[src/rtl/ad7873_port_arbiter.sv]
// ad7873_port_arbiter
// Serial-port master for the AD7873 touch ADC, shared between two requesters
// (0: touchpad scan engine, 1: aux-channel sampler) with round-robin
// arbitration. One frame = 24 touch_clk periods: 8 command bits out, then a
// 16-clock read window of which rising edges 10..21 carry the 12-bit result.
//
// Optional build macro: AD7873_BUSY_CHECK_EN
//   defined   : touch_busy is sampled on touch_clk rising edge 9; a low value
//               forces the result to 12'hFFF and pulses err<owner> with ack.
//   undefined : touch_busy is ignored and err0/err1 are constant 0.
//
// Requester handshake: a requester raises req and holds it until it sees its
// one-cycle ack; result is valid in the ack cycle and holds until that
// requester's next ack. req must drop in the cycle after ack, otherwise it is
// taken as a fresh request. cmd is captured on the grant edge only.

module ad7873_port_arbiter #(
    parameter int unsigned CLK_DIV = 50
) (
    input  logic        cclk,
    input  logic        rstb,
    input  logic        req0,
    input  logic [7:0]  cmd0,
    output logic        ack0,
    output logic [11:0] result0,
    output logic        err0,
    input  logic        req1,
    input  logic [7:0]  cmd1,
    output logic        ack1,
    output logic [11:0] result1,
    output logic        err1,
    output logic        touch_clk,
    output logic        touch_csb,
    output logic        data_out,
    input  logic        data_in,
    input  logic        touch_busy,
    output logic        grant_id,
    output logic [1:0]  dbg_state
);

    // Frame geometry (fixed by the ADC protocol, not meant for override).
    localparam int unsigned FRAME_LEN       = 24;
    localparam int unsigned EDGES_PER_FRAME = 2 * FRAME_LEN;

    // touch_clk edge bookkeeping: edge_cnt_q counts toggles already made in
    // the frame, so rising edge r (1-based) happens when edge_cnt_q == 2*(r-1).
    localparam logic [5:0] LAST_EDGE      = 6'(EDGES_PER_FRAME - 1);
    localparam logic [5:0] BUSY_EDGE      = 6'(2 * (9 - 1));
    localparam logic [5:0] RX_FIRST_EDGE  = 6'(2 * (10 - 1));
    localparam logic [5:0] RX_LAST_EDGE   = 6'(2 * (21 - 1));

    localparam logic [7:0] DIV_MAX = 8'(CLK_DIV - 1);

    // FSM encoding
    localparam logic [1:0] ST_IDLE  = 2'd0;
    localparam logic [1:0] ST_SHIFT = 2'd1;
    localparam logic [1:0] ST_DONE  = 2'd2;

    logic [1:0]  state_q,    state_d;
    logic [7:0]  div_cnt_q,  div_cnt_d;
    logic [5:0]  edge_cnt_q, edge_cnt_d;
    logic        sclk_q,     sclk_d;
    logic        csb_q,      csb_d;
    logic        dout_q,     dout_d;
    logic [7:0]  shreg_q,    shreg_d;
    logic [11:0] rx_q,       rx_d;
    logic        owner_q,    owner_d;
    logic        last_q,     last_d;
    logic        ack0_q,     ack0_d;
    logic        ack1_q,     ack1_d;
    logic [11:0] res0_q,     res0_d;
    logic [11:0] res1_q,     res1_d;

    // Combinational helpers
    logic        tick;
    logic        win;
    logic [11:0] final_res;

`ifdef AD7873_BUSY_CHECK_EN
    logic        busy_ok_q,  busy_ok_d;
    logic        err0_q,     err0_d;
    logic        err1_q,     err1_d;
`else
    logic        unused_busy;
    assign unused_busy = touch_busy;
`endif

    // Arbitration, frame sequencing, serial shifting and result hand-off.
    always_comb begin
        state_d    = state_q;
        div_cnt_d  = div_cnt_q;
        edge_cnt_d = edge_cnt_q;
        sclk_d     = sclk_q;
        csb_d      = csb_q;
        dout_d     = dout_q;
        shreg_d    = shreg_q;
        rx_d       = rx_q;
        owner_d    = owner_q;
        last_d     = last_q;
        ack0_d     = 1'b0;
        ack1_d     = 1'b0;
        res0_d     = res0_q;
        res1_d     = res1_q;
        win        = 1'b0;
        final_res  = rx_q;
`ifdef AD7873_BUSY_CHECK_EN
        busy_ok_d  = busy_ok_q;
        err0_d     = 1'b0;
        err1_d     = 1'b0;
        if (!busy_ok_q) begin
            final_res = 12'hFFF;
        end
`endif

        tick = (div_cnt_q == DIV_MAX);

        case (state_q)
            ST_IDLE: begin
                if (req0 || req1) begin
                    // Tie goes to whoever did not own the previous frame.
                    win        = (req0 && req1) ? ~last_q : req1;
                    owner_d    = win;
                    last_d     = win;
                    // Bit 7 is the AD7873 start bit; force it on.
                    shreg_d    = (win ? cmd1 : cmd0) | 8'h80;
                    dout_d     = 1'b1;
                    csb_d      = 1'b0;
                    sclk_d     = 1'b0;
                    div_cnt_d  = 8'd0;
                    edge_cnt_d = 6'd0;
                    rx_d       = 12'd0;
`ifdef AD7873_BUSY_CHECK_EN
                    busy_ok_d  = 1'b1;
`endif
                    state_d    = ST_SHIFT;
                end
            end

            ST_SHIFT: begin
                if (tick) begin
                    div_cnt_d  = 8'd0;
                    sclk_d     = ~sclk_q;
                    edge_cnt_d = edge_cnt_q + 6'd1;
                    if (!sclk_q) begin
                        // Rising edge: the ADC's dout is stable here.
                        if ((edge_cnt_q >= RX_FIRST_EDGE) && (edge_cnt_q <= RX_LAST_EDGE)) begin
                            rx_d = {rx_q[10:0], data_in};
                        end
`ifdef AD7873_BUSY_CHECK_EN
                        if (edge_cnt_q == BUSY_EDGE) begin
                            busy_ok_d = touch_busy;
                        end
`endif
                    end else begin
                        // Falling edge: present the next command bit; zeros
                        // shift in behind the byte so din idles low.
                        shreg_d = {shreg_q[6:0], 1'b0};
                        dout_d  = shreg_q[6];
                        if (edge_cnt_q == LAST_EDGE) begin
                            csb_d   = 1'b1;
                            sclk_d  = 1'b0;
                            dout_d  = 1'b0;
                            state_d = ST_DONE;
                        end
                    end
                end else begin
                    div_cnt_d = div_cnt_q + 8'd1;
                end
            end

            ST_DONE: begin
                // csb-high gap; the hand-off happens on its final cycle.
                if (tick) begin
                    div_cnt_d = 8'd0;
                    state_d   = ST_IDLE;
                    if (owner_q) begin
                        ack1_d = 1'b1;
                        res1_d = final_res;
`ifdef AD7873_BUSY_CHECK_EN
                        err1_d = ~busy_ok_q;
`endif
                    end else begin
                        ack0_d = 1'b1;
                        res0_d = final_res;
`ifdef AD7873_BUSY_CHECK_EN
                        err0_d = ~busy_ok_q;
`endif
                    end
                end else begin
                    div_cnt_d = div_cnt_q + 8'd1;
                end
            end

            default: begin
                state_d = ST_IDLE;
                csb_d   = 1'b1;
                sclk_d  = 1'b0;
                dout_d  = 1'b0;
            end
        endcase
    end

    // State registers; reset also aborts any frame in flight without an ack.
    always_ff @(posedge cclk) begin
        if (!rstb) begin
            state_q    <= ST_IDLE;
            div_cnt_q  <= 8'd0;
            edge_cnt_q <= 6'd0;
            sclk_q     <= 1'b0;
            csb_q      <= 1'b1;
            dout_q     <= 1'b0;
            shreg_q    <= 8'd0;
            rx_q       <= 12'd0;
            owner_q    <= 1'b0;
            last_q     <= 1'b1;
            ack0_q     <= 1'b0;
            ack1_q     <= 1'b0;
            res0_q     <= 12'd0;
            res1_q     <= 12'd0;
        end else begin
            state_q    <= state_d;
            div_cnt_q  <= div_cnt_d;
            edge_cnt_q <= edge_cnt_d;
            sclk_q     <= sclk_d;
            csb_q      <= csb_d;
            dout_q     <= dout_d;
            shreg_q    <= shreg_d;
            rx_q       <= rx_d;
            owner_q    <= owner_d;
            last_q     <= last_d;
            ack0_q     <= ack0_d;
            ack1_q     <= ack1_d;
            res0_q     <= res0_d;
            res1_q     <= res1_d;
        end
    end

`ifdef AD7873_BUSY_CHECK_EN
    // Busy-check flag and error pulses.
    always_ff @(posedge cclk) begin
        if (!rstb) begin
            busy_ok_q <= 1'b1;
            err0_q    <= 1'b0;
            err1_q    <= 1'b0;
        end else begin
            busy_ok_q <= busy_ok_d;
            err0_q    <= err0_d;
            err1_q    <= err1_d;
        end
    end

    assign err0 = err0_q;
    assign err1 = err1_q;
`else
    assign err0 = 1'b0;
    assign err1 = 1'b0;
`endif

    assign ack0      = ack0_q;
    assign ack1      = ack1_q;
    assign result0   = res0_q;
    assign result1   = res1_q;
    assign touch_clk = sclk_q;
    assign touch_csb = csb_q;
    assign data_out  = dout_q;
    assign grant_id  = owner_q;
    assign dbg_state = state_q;

endmodule
[config.mk]
export PLATFORM = sky130hd
export DESIGN_NAME = ad7873_port_arbiter
export DESIGN_NICKNAME = d
export VERILOG_FILES = /design/src/rtl/ad7873_port_arbiter.sv
export SDC_FILE = /design/constraint.sdc
export NUM_CORES = 1
export LEC_CHECK = 0
export ABC_AREA = 1
export BUFFER_PORTS_ARGS = -buffer_cell sky130_fd_sc_hd__buf_4
export CORE_MARGIN = 4
export CORE_UTILIZATION = 40
export CTS_CLUSTER_DIAMETER = 50
export DETAILED_ROUTE_END_ITERATION = 8
export MAX_ROUTING_LAYER = met4
export PLACE_DENSITY = 0.7
export REMOVE_ABC_BUFFERS = 1
export SLEW_MARGIN = 20
export SYNTH_ARGS = -nofsm -noshare
export SYNTH_HDL_FRONTEND = slang
export SYNTH_SLANG_ARGS = --single-unit
[constraint.sdc]
create_clock -name cclk -period 1.5 [get_ports cclk]
set_input_delay 0.45 -clock cclk [delete_from_list [all_inputs] [get_ports cclk]]
set_output_delay 0.45 -clock cclk [all_outputs]
set_load 0.005 [all_outputs]
After elaboration in Yosys (flattened, before gate mapping):

Cells that the tools add are included.

* register bits after elaboration: 66
* input bits: 22

* add/sub/neg operators: 2
* $lt $le $gt $ge: 2
* eq/ne operators: 11
* multiplexer cells: 39
* bitwise gates (word level): 4
* reduce and logical (&&, ||, !) cells: 19

Operator list (number)
* $mux 12: 4
* $mux 7: 4
* $pmux 12 s2: 1
* $mux 8: 2
* $pmux 8 s2: 1
* $reduce_and 3->1: 5
* $reduce_and 5->1: 3
* $mux 1: 14
* $ne 2x2->1 const B: 7
* $pmux 7 s2: 1
* $mux 6: 2
* $pmux 6 s2: 1
* $mux 2: 5
* $pmux 1 s3: 3
* $add 8x1->8 const B: 1
* $eq 8x6->1 const B: 1
* $reduce_and 4->1: 2
* $add 6x1->6 const B: 1
* $eq 6x6->1 const B: 1
* $ge 6x5->1 const B: 1
* $le 6x6->1 const B: 1
* $pmux 2 s3: 1
* $not 1->1: 4
* $reduce_and 2->1: 2
* other kinds (7): 9

Depth between registers and ports, before layout:

* depth after elaboration: 6
* gate-level depth with buffers: 12
* depth with buffers taken out: 12

Least setup slack after synthesis:

No wires, ideal clock.

* path type: reg2reg
* start point: reg state_q[0] (netlist: dbg_state[0])
* end point: reg div_cnt_q[3]
* library setup time: 0.064 ns
* data arrival time: 1.482 ns
* required time: 1.436 ns
* slack: -0.046 ns
* cell stages (with the launch flop): 10
* path through: dfxtp_1 -> inv_1 -> ha_1 -> nand3_2 -> o21ai_0 -> buf_2 -> or2_2 -> nand2_1 -> nand2_1 -> nor2_1

* cells in the longest elaborated chain, start to end: 4
* elaborated cells on any way between the ends: 8
* classes of those cells: 3 x eq/ne; 1 x mux; 4 x reduce/logical

RTL lines
* start: declaration: line 59 `logic [1:0] state_q, state_d;`
* start signal: assignment: line 221 `state_q <= state_d;`
* $eq 2x2->1 or $eq 2x1->1 (tied branches): line 117 `case (state_q)`
* $reduce_or 2->1 (no line)
* $reduce_bool 2->1 (no line)
* $reduce_and 2->1 (no line)
* end signal: assignment: line 222 `div_cnt_q <= div_cnt_d;`
* end: declaration: line 60 `logic [7:0] div_cnt_q, div_cnt_d;`

Several ways; a longest one is shown, not always the timed one.
A chain may end at the register's enable or synchronous reset.

Final worst setup path:

* start point: reg div_cnt_q[0]
* end point: reg div_cnt_q[6]

* cells in the longest elaborated chain, start to end: 3
* elaborated cells on any way between the ends: 4
* classes of those cells: 1 x add/sub; 1 x eq/ne; 2 x mux

RTL lines (line)
* $add 8x1->8 or $eq 8x6->1 (tied branches): 167, 190, 115
* $mux 8 *: 140, 173
* $pmux 8 s2 *: 117

Mark *: on every way between the ends. The rest lies on a longest branch, timed or not.

==> summary.md <==
| Metric | Value |
|---|---|
| Outcome | `complete, but fails checks` |
| Violated checks | `negative setup slack` |
| IO Port Bufs | `50` |
| Slowest-stage cell, CP | `dfxtp_2` |
| Most common cell after layout, fill and taps aside | `nand2_1` |
| Avg WL per Cell | `around 13 um` |
| Sequential area share after synthesis | `a little over two fifths` |
| Cell Chain, Critical Path | `buf_4 -> ha_1 -> nand3_1 -> nor2_1 -> xor2_1 -> nand3_1 -> a21oi_1` |
| GRT Total Usage | `between 10% and 20%` |
| Crit Path Category | `flip-flop to flip-flop` |
| CP startpoint kind | `flip-flop` |
| Worst-skew pair later-pin latency | `between 0.3 and 0.4 ns` |
| P_leak | `about 2 nW` |
| Starting Density | `about 42%` |
| Grt peak-use layer | `met2` |
| M1 GR Usage | `around a fifth` |
| First-pass GRT wire length | `12700 um` |
| Max frequency | `~670 MHz` |
| Final setup fails | `1` |
| Synthesized cell area | `between 0.003 and 0.004 mm2` |
| # diodes | `0` |
| CORE AREA | `0.00737 mm2` |
| Skew final | `~0.0082 ns` |
| Gpl congestion | `a little over 0.8` |
| Placed insts | `approximately 620` |
| Tcrit/Tclk final | `100%` |
| R2R Path End | `div_cnt_q[6]` |
| Vias per cell | `between 4 and 5` |
| Final routed DRC violation total | `0` |
| Design Area, Final | `0.00455 mm2` |
| FF+latch count, synth | `66` |
| Area delta synth->final | `46.8%` |
| Hold endpoint | `touch_csb` |
| Clock buffer depth | `2` |
| Clock transition at the registers of the reported paths | `0.08 ns` |
| Post-Synthesis Cells | `roughly 450` |
| Ys Warns | `0` |
| CTS tree | `done` |
| Worst VDD drop | `962 uV` |
| Worst reg2reg path depth | `7` |
| Mean Syn Cell Area | `between 6 and 7 um2` |
| Worst Path Arrival | `between 1.5 and 2 ns` |
| Cell variety after synth | `31` |
| RSZ-0062 raised after global routing | `true` |
| Nets@finish | `573` |
| PnR worst setup slack | `-0.00315 ns` |
| Cts bufs inserted | `9` |
| Total grt overflow | `0` |
| Worst r2r src | `div_cnt_q[0]` |
| Crit path top cell by count | `nand3_1` |
| Rows | `31` |
| Placed wire-length estimate | `roughly 5300 um` |
| # IOs | `between 50 and 60` |
| Most frequent cells in the layout | `92 x nand2_1, 91 x buf_4, 60 x dfxtp_1` |
| CP Capture Type | `flip-flop` |
| Top cells by area, synth | `dfxtp_1 43%, nand2_1 12%, a21oi_1 7.6%` |
| Initial antenna violation count | `0` |
| Hold Path Cell Cnt | `2` |
| GR Util met2 | `a little under a third` |
| Routed Antenna Nets | `0` |
| Cell Area, Placed | `0.00388 mm2` |
| H-tree levels | `3` |
| Crit path required time | `1.78 ns` |
| Layout cell share with drive strength beyond 1 | `35.0%` |
| Cell taking the most area after synthesis | `dfxtp_1` |
| Vias in the first global route | `2935` |
| DR pass1 iterations | `4` |
| Largest net degree at the start of global routing | `26` |
| Die Span X | `approximately 96 um` |
| Starting DRC count in detailed routing | `about 130` |
| Max Slew Vio Count | `0` |
| Min-Delay Path Class | `input pin to flip-flop` |
| Die area | `between 0.009 and 0.01 mm2` |
| CP max FO | `4` |
| Reg2reg setup slack | `-0.003 ns` |
| WL final | `around 8300 um` |
| Grt met3 use | `under 10%` |
| Hold Crit Start | `rstb` |
| Final min period | `roughly 1.5 ns` |
| Power Dens Cells | `1870 mW/mm2` |
| Filler Cell Count | `~670` |
| Crit-path max cell delay | `approximately 0.35 ns` |
| Max-cap violations | `0` |
| DR vias | `~3200` |
| Top-area cell type share of the netlist area | `a little over two fifths` |
| Final Hold Vio Count | `0` |
| Non-filler cells, final | `approximately 650` |
| Die Y | `between 90 and 100 um` |
| Root buffer cell | `clkbuf_8` |
| Clock sinks | `66` |
==> cell usage after synthesis <==
master and count:
conb_1 1, nand3_1 36, inv_1 42, or2_2 3, nand2_2 2, o21ai_1 2, nor2_1 58, xor2_1 3
buf_6 2, inv_2 2, nor2_4 1, nand3b_1 1, a21oi_1 47, inv_4 1, o21ai_2 1, ha_1 7
nand3_2 1, nor3_1 3, o21ai_0 27, clkbuf_1 10, nand4_1 5, nand2_4 2, a21o_1 1, nand2_1 100
nor3b_1 1, nor2_2 3, buf_4 2, a31oi_1 7, dfxtp_1 66, o22ai_1 1, buf_2 7
==> report_power, final <==
group	switching [mW]	leakage, nW	internal [mW]
clock	0.739	0.100	0.781
sequential	0.325	0.540	2.12
combinational	2.39	1.39	2.16
total	3.46	2.03	5.06
==> routing by layer <==
layer  wire (um)  vias to the layer above  share of wire [%]
met2        4140                       66                 50
met5           0                        -                  0
met4         161                        0                1.9
li1            -                     1628                  -
met3         390                       11                4.7
met1        3590                     1503                 43
==> kinds of logic after synthesis <==
group / after synthesis / share of synthesized area, %
and+or+nand+nor: 216 / 30.0
xor gates and xnor gates: 3 / 0.849
buffers and inverters: 66 / 9.09
adders and majority gates: 7 / 2.83
AOI/OAI and AO/OA: 86 / 14.4
other: 1 / 0.121
DFF: 66 / 42.7
==> sequential cells by signal, summed over array words and instances, names as in the netlist <==
register,flops
touch_clk,1
touch_csb,1
last_q,1
grant_id,1
div_cnt_q,8
edge_cnt_q,6
result1,12
shreg_q,7
dbg_state,2
data_out,1
final_res,12
result0,12
ack0,1
ack1,1
==> per-stage QoR <==
step / power [mW] / setup TNS (ns) / setup slack, ns / hold WS, ns / util, %
global placement: 5.53 / -0.421 / -0.0643 / 0.433 / 52.6
floorplan: 4.21 / -15.41 / -0.444 / 0.439 / -
finish: 8.52 / -0.00315 / -0.00315 / 0.402 / 61.7
global route: 9.13 / -1.35 / -0.111 / 0.396 / 61.7
detailed placement: 5.60 / -0.976 / -0.0957 / 0.437 / 52.6
CTS: 7.24 / 0 / 0.00784 / 0.384 / 55.8
==> worst max-delay path by stage <==
stage	start	to	slack [ns]	depth (start not counted)
finish	div_cnt_q[0]	div_cnt_q[6]	-0.003	7
global route	div_cnt_q[0]	div_cnt_q[6]	-0.11	7
CTS	dbg_state[0]	result1[11]	0.008	7
detailed placement	dbg_state[0]	final_res[3]	-0.1	11
global placement	dbg_state[0]	final_res[11]	-0.06	10
floorplan	dbg_state[0]	div_cnt_q[4]	-0.44	6
==> layout make-up <==
cell class | count | area (um2) | share of cell area (%)
repair buffers | 105 | 902 | 19.8
well taps | 99 | 124 | 2.73
multi-input cells | 314 | 1750 | 38.5
flip-flops and latches | 66 | 1330 | 29.3
repair inverters | 3 | 48.8 | 1.07
clock inverters | 7 | 77.6 | 1.71
inverters | 45 | 186 | 4.10
clock buffers | 9 | 124 | 2.73
==> worst max-delay path: cells and delay by family, from the launching register on <==
family                   cells  cell delay, ns
buffers and inverters        1            0.13
flip-flops                   1            0.35
AND/OR/NAND/NOR              3            0.45
AO/OA/AOI/OAI                1            0.13
adder cells (fa/ha/maj)      1            0.17
XOR/XNOR                     1            0.21
==> what timing repair did <==
action | CTS | global route
pin swaps | 1 | 32
resized for setup | 12 | 83
setup buffers | 0 | 3
cloned | 0 | 5
endpoints found under the setup margin | 34 | 61
hold buffers | 0 | 0
(Power assumes the default switching activity.)
